File: src/rtl/softmax_argmax_fifo.sv
// Two-class argmax back-end: float32 compare stage, show-ahead result FIFO with
// ready/valid output, and saturating per-class / drop statistics.
module softmax_argmax_fifo #(
  parameter int DEPTH = 4,
  parameter int AW    = 2,
  parameter int CW    = 16
) (
  input  logic          clk,
  input  logic          rst,
  input  logic          valid_in,
  input  logic [31:0]   p0,
  input  logic [31:0]   p1,
  input  logic          out_ready,
  output logic          out_valid,
  output logic          class_id,
  output logic [31:0]   conf,
  output logic          nan_err,
  output logic          full,
  output logic [CW-1:0] cnt0,
  output logic [CW-1:0] cnt1,
  output logic [CW-1:0] drop_cnt,
  output logic          overflow
);

  typedef struct packed {
    logic        nan;
    logic        cls;
    logic [31:0] conf;
  } entry_t;

  // True when a > b under IEEE-754 ordering; +0 and -0 are equal.
  function automatic logic float_gt(input logic [31:0] a, input logic [31:0] b);
    logic both_zero;
    both_zero = (a[30:0] == 31'd0) && (b[30:0] == 31'd0);
    case ({a[31], b[31]})
      2'b00:   float_gt = a[30:0] > b[30:0];
      2'b11:   float_gt = a[30:0] < b[30:0];
      2'b01:   float_gt = !both_zero;
      default: float_gt = 1'b0;
    endcase
  endfunction

  function automatic logic is_nan(input logic [31:0] x);
    is_nan = (x[30:23] == 8'hFF) && (x[22:0] != 23'd0);
  endfunction

  // Stage C: compare
  logic   cmp_v;
  entry_t cmp_e;
  entry_t cmp_next;

  always_comb begin
    cmp_next.nan  = is_nan(p0) || is_nan(p1);
    cmp_next.cls  = !cmp_next.nan && float_gt(p1, p0);
    cmp_next.conf = cmp_next.cls ? p1 : p0;
  end

  // NOTE: sequential state uses non-blocking assignments so every register
  // samples pre-edge values, independent of statement order.
  always_ff @(posedge clk) begin
    if (!rst) begin
      cmp_v <= 1'b0;
      cmp_e <= '0;
    end else begin
      cmp_v <= valid_in;
      if (valid_in) cmp_e <= cmp_next;
    end
  end

  // Stage W: FIFO write / pop / statistics
  entry_t        mem [DEPTH];
  logic [AW-1:0] wr_ptr, rd_ptr;
  logic [AW:0]   count;
  logic          pop, push, drop;
  entry_t        head;

  assign out_valid = (count != '0);
  assign full      = (count == (AW+1)'(DEPTH));
  assign pop       = out_valid && out_ready;
  assign push      = cmp_v && (!full || pop);
  assign drop      = cmp_v && !push;

  // NOTE: the storage array is deliberately not reset; the pointers and count
  // define which entries are meaningful, and empty-FIFO head fields are forced to 0.
  always_ff @(posedge clk) begin
    if (rst && push) mem[wr_ptr] <= cmp_e;
  end

  always_ff @(posedge clk) begin
    if (!rst) begin
      wr_ptr <= '0;
      rd_ptr <= '0;
      count  <= '0;
    end else begin
      if (push) wr_ptr <= wr_ptr + 1'b1;
      if (pop)  rd_ptr <= rd_ptr + 1'b1;
      case ({push, pop})
        2'b10:   count <= count + 1'b1;
        2'b01:   count <= count - 1'b1;
        default: count <= count;
      endcase
    end
  end

  always_ff @(posedge clk) begin
    if (!rst) begin
      cnt0     <= '0;
      cnt1     <= '0;
      drop_cnt <= '0;
      overflow <= 1'b0;
    end else begin
      if (push && !cmp_e.cls && cnt0 != '1) cnt0 <= cnt0 + 1'b1;
      if (push &&  cmp_e.cls && cnt1 != '1) cnt1 <= cnt1 + 1'b1;
      if (drop) begin
        overflow <= 1'b1;
        if (drop_cnt != '1) drop_cnt <= drop_cnt + 1'b1;
      end
    end
  end

  assign head     = mem[rd_ptr];
  assign class_id = out_valid && head.cls;
  assign nan_err  = out_valid && head.nan;
  assign conf     = out_valid ? head.conf : 32'd0;

endmodule

File: config.mk
export PLATFORM = sky130hd
export DESIGN_NAME = softmax_argmax_fifo
export DESIGN_NICKNAME = d
export VERILOG_FILES = /design/src/rtl/softmax_argmax_fifo.sv
export SDC_FILE = /design/constraint.sdc
export NUM_CORES = 1
export LEC_CHECK = 0
export CORE_MARGIN = 4
export CORE_UTILIZATION = 50
export CTS_CLUSTER_SIZE = 24
export DETAILED_ROUTE_END_ITERATION = 6
export PLACE_DENSITY = 0.77
export SETUP_SLACK_MARGIN = 0.4
export SLEW_MARGIN = 0
export SYNTH_ARGS = -nofsm -noshare
export SYNTH_HDL_FRONTEND = slang
export SYNTH_SLANG_ARGS = --single-unit
File: constraint.sdc
create_clock -name clk -period 2.7 [get_ports clk]
set_clock_uncertainty 0.05 [all_clocks]
set_input_delay 0.81 -clock clk [delete_from_list [all_inputs] [get_ports clk]]
set_output_delay 0.81 -clock clk [all_outputs]
set_load 0.03 [all_outputs]
==> flow_summary_export.csv <==
group,metric,value,unit
synthesis,yosys.area_share.simple,14.8,%
hold_path,hold_depth,2,
synthesis,yosys-top-cells-area,"edfxtp_1, dfxtp_1, mux4_2",
power,pwr_density_cell,569,nW/um^2
floorplan,num_io_pins,153,
run_status,run_status,"finished with violations",
hold_path,hold_path_class,"reg2reg",
timing,finalHoldViolations,0,
detailed_routing,drc,0,
grt,overflow,0,
floorplan,die_y,155,microns
synthesis,synth_nets,1036,
timing,drv_slew,0,
grt,antenna_found_initial,0,
synthesis,synth_warnings,0,
detailed_routing,first_pass_iters,5,
synthesis,synth-edff-count,136,
synthesis,synth_cells,929,
critical_path,reg2reg_depth,8,
synthesis,netlist.area_leader.share,37.9,%
synthesis,synth_xor_area_share,3.82,%
timing,worstMarginPinSlew,609,ps
timing,period_minus_slack,2890,ps
grt,grtUsageTotal,26.3,%
timing,grt_setup_unrepaired,"true",
synthesis,ys_ff_latch,229,
detailed_routing,vias_per_cell,6.03,
clock_tree,cts_buffers,24,
critical_path,worstReg2RegEnd,"count[1]$_SDFFE_PN0P_",
synthesis,synth_cell_types,47,
hold_path,hold_start,"overflow$_SDFFE_PN0P_",
run_status,violations,"setup timing",
floorplan,core_area,21100,sq um
detailed_routing,vias,9223,
power,p_leak,6.23,nW
timing,fin_crit_sh,107,%
clock_tree,htreeDepth,1,
critical_path,end_kind,"register",
detailed_routing,routed_wl,34800,microns
layout,area_growth,48.4,%
synthesis,synth_fa_ha_area_share,4.60,%
timing,fin_ws,-193,ps
synthesis,synth.most_common_cell,"edfxtp_1",
floorplan,die_area,24000,sq um
hold_path,hold_end,"overflow$_SDFFE_PN0P_",
power,vdd_drop_max,0.363,mV
critical_path,crit_arrival,3260,ps
synthesis,synth_mux_area_share,7.20,%
clock_tree,cts_root_buffer,"clkbuf_16",
clock_tree,clk_pin_slew_worst_paths,70,ps
synthesis,synth-compound-area-share,9.95,%
floorplan,start_util,51.1,%
layout,diodes,0,
clock_tree,clockBufferDepth,3,
critical_path,startpoint_type,"input pin",
floorplan,die_x,155,microns
critical_path,reg2reg_slack,420,ps
critical_path,r2r_start,"count[1]$_SDFFE_PN0P_",
critical_path,cp.required,3070,ps
synthesis,seq_area_frac_synth,55.2,%
grt,grt_pass1_wl,50300,microns
place,routabilityCongestion,0.945,
critical_path,crit_path_start,"p1[1]",
synthesis,async_reset_ff_share,0,%
detailed_routing,routedWlPerCell,22.7,microns
clock_tree,clkLatencyLatePin,510,ps
place,dp_hpwl,20200,microns
layout,fin_util,75.9,%
timing,max_freq,346,MHz
detailed_routing,ant_nets,0,
critical_path,crit_type,"in2reg",
synthesis,synthTopCellsByCount,"edfxtp_1, dfxtp_1, inv_1",
place,dp_slack,-890,ps
timing,slew_headroom,59.0,%
synthesis,syn_area,10800,sq um
layout,nNetsFinal,1343,
job,drv_cap,0,
synthesis,syn_avg_cell_area,11.6,sq um
clock_tree,cts_tree,"built",
clock_tree,clkSinkCount,229,
synthesis,synth_top_area_cell,"edfxtp_1",
grt,grt_pass1_vias,9186,
place,numPortBuffers,152,
grt,grt_max_degree,35,
clock_tree,cts_hold_buf,0,
timing,finalSetupViolCount,66,
layout,nFillCells,1237,
synthesis,synth_top_family_by_area,"simple AND/OR/NAND/NOR gates",
detailed_routing,drt-initial-drc-count,1019,
synthesis,synth-main-ff-cell,"edfxtp_1",
floorplan,std_cell_rows,53,
layout,drive_above_1_share,44.0,%
critical_path,crit_fanout,8,
[stage by stage]
step	area (sq um)	TNS, ps	power, mW	cells	hold slack (ps)
3_3_place_gp	13800	-54780	5.35	1438	434
4_1_cts	15600	-4850	8.93	1511	451
5_1_grt	16000	-9330	9.38	1529	492
6_report	16000	-7360	9.09	1529	447
2_1_floorplan	11200	0	4.72	929	405
3_5_place_dp	13800	-56640	5.38	1438	441
[critical path, cell delays in order]
cell and delay (ps):
dlygate4sd2_1 330, ha_1 350, nand3b_1 100, a21oi_2 170, o22ai_2 90, buf_4 150
o211ai_1 290, o211a_1 270, buf_6 180, buf_8 170, o22ai_4 90, a211oi_4 250
[cell usage in the layout (no fill, tap or decap), types with 5 or more instances in the layout]
cell,count
ha_4,22
clkinv_2,5
edfxtp_1,136
inv_1,46
nor4_2,7
dlygate4sd2_1,66
nand3_1,38
nor4_1,6
a211oi_2,31
inv_2,19
o22ai_2,28
o21ai_0,34
nor2_1,63
xor2_1,28
clkdlybuf4s15_1,7
mux4_2,34
buf_16,6
a21oi_2,7
a21oi_1,8
and2_1,20
buf_4,143
clkbuf_2,16
buf_6,46
buf_8,8
buf_2,13
xnor2_1,19
ha_1,13
nor3_1,6
buf_12,20
nand2_1,53
nor4_4,6
nand4_1,23
o21ai_1,6
dfxtp_1,91
nand3_2,23
clkbuf_16,27
and2_4,29
[repair_timing]
item,in CTS,in global routing
gates cloned,6,2
setup buffers,23,16
resized for setup,386,108
setup endpoints to repair,287,88
pin swaps,103,35
endpoints found under the hold margin,0,0
[layer usage]
metal / track usage [%] / up-vias / wire, microns
li1: - / 4034 / -
met1: 32.5 / 4494 / 12900
met2: 46.7 / 540 / 17400
met3: 4.00 / 155 / 2570
met4: 9.88 / 0 / 1860
met5: 0 / - / 0
[registers in the layout, summed over array words and instances, names as in the netlist, named ones only]
name,count
cmp_v,1
cnt0,16
overflow,1
cmp_e,34
mem,136
wr_ptr,2
drop_cnt,16
count,3
cnt1,16
rd_ptr,2
[power by group]
group          internal (mW)  switching [mW]  leakage (nW)
registers               3.81           0.111          2.01
logic                  0.931           0.931          3.84
clock network           1.90            1.41         0.379
[final cells by class]
class	count	area, sq um	area share [%]
Sequential cell	229	5950	37.2
Multi-Input combinational cell	579	5460	34.1
Timing Repair Buffer	331	3160	19.8
Clock buffer	27	633	3.96
Tap cell	275	344	2.15
Inverter	71	292	1.82
Clock inverter	17	158	0.986
[cells by family (layout without fill, tap and decap cells)]
logic type	after synthesis	after routing
simple gates	313	313
flops	229	229
compound gates	145	145
buf+inv	121	446
xor+xnor	47	47
fa+ha+maj	39	39
mux	35	35
[how the worst max path moves through the flow]
stage / cells after the start / endpoint / slack, ps
floorplan: 10 / cmp_e[10]$_SDFFE_PN0P_ / 50
global placement: 11 / cmp_e[12]$_SDFFE_PN0P_ / -920
detailed placement: 11 / cmp_e[13]$_SDFFE_PN0P_ / -890
CTS: 5 / conf[23] / -190
global route: 5 / class_id / -230
finish: 12 / cmp_e[14]$_SDFFE_PN0P_ / -190
Note: power is estimated with default switching activity, not from simulation.
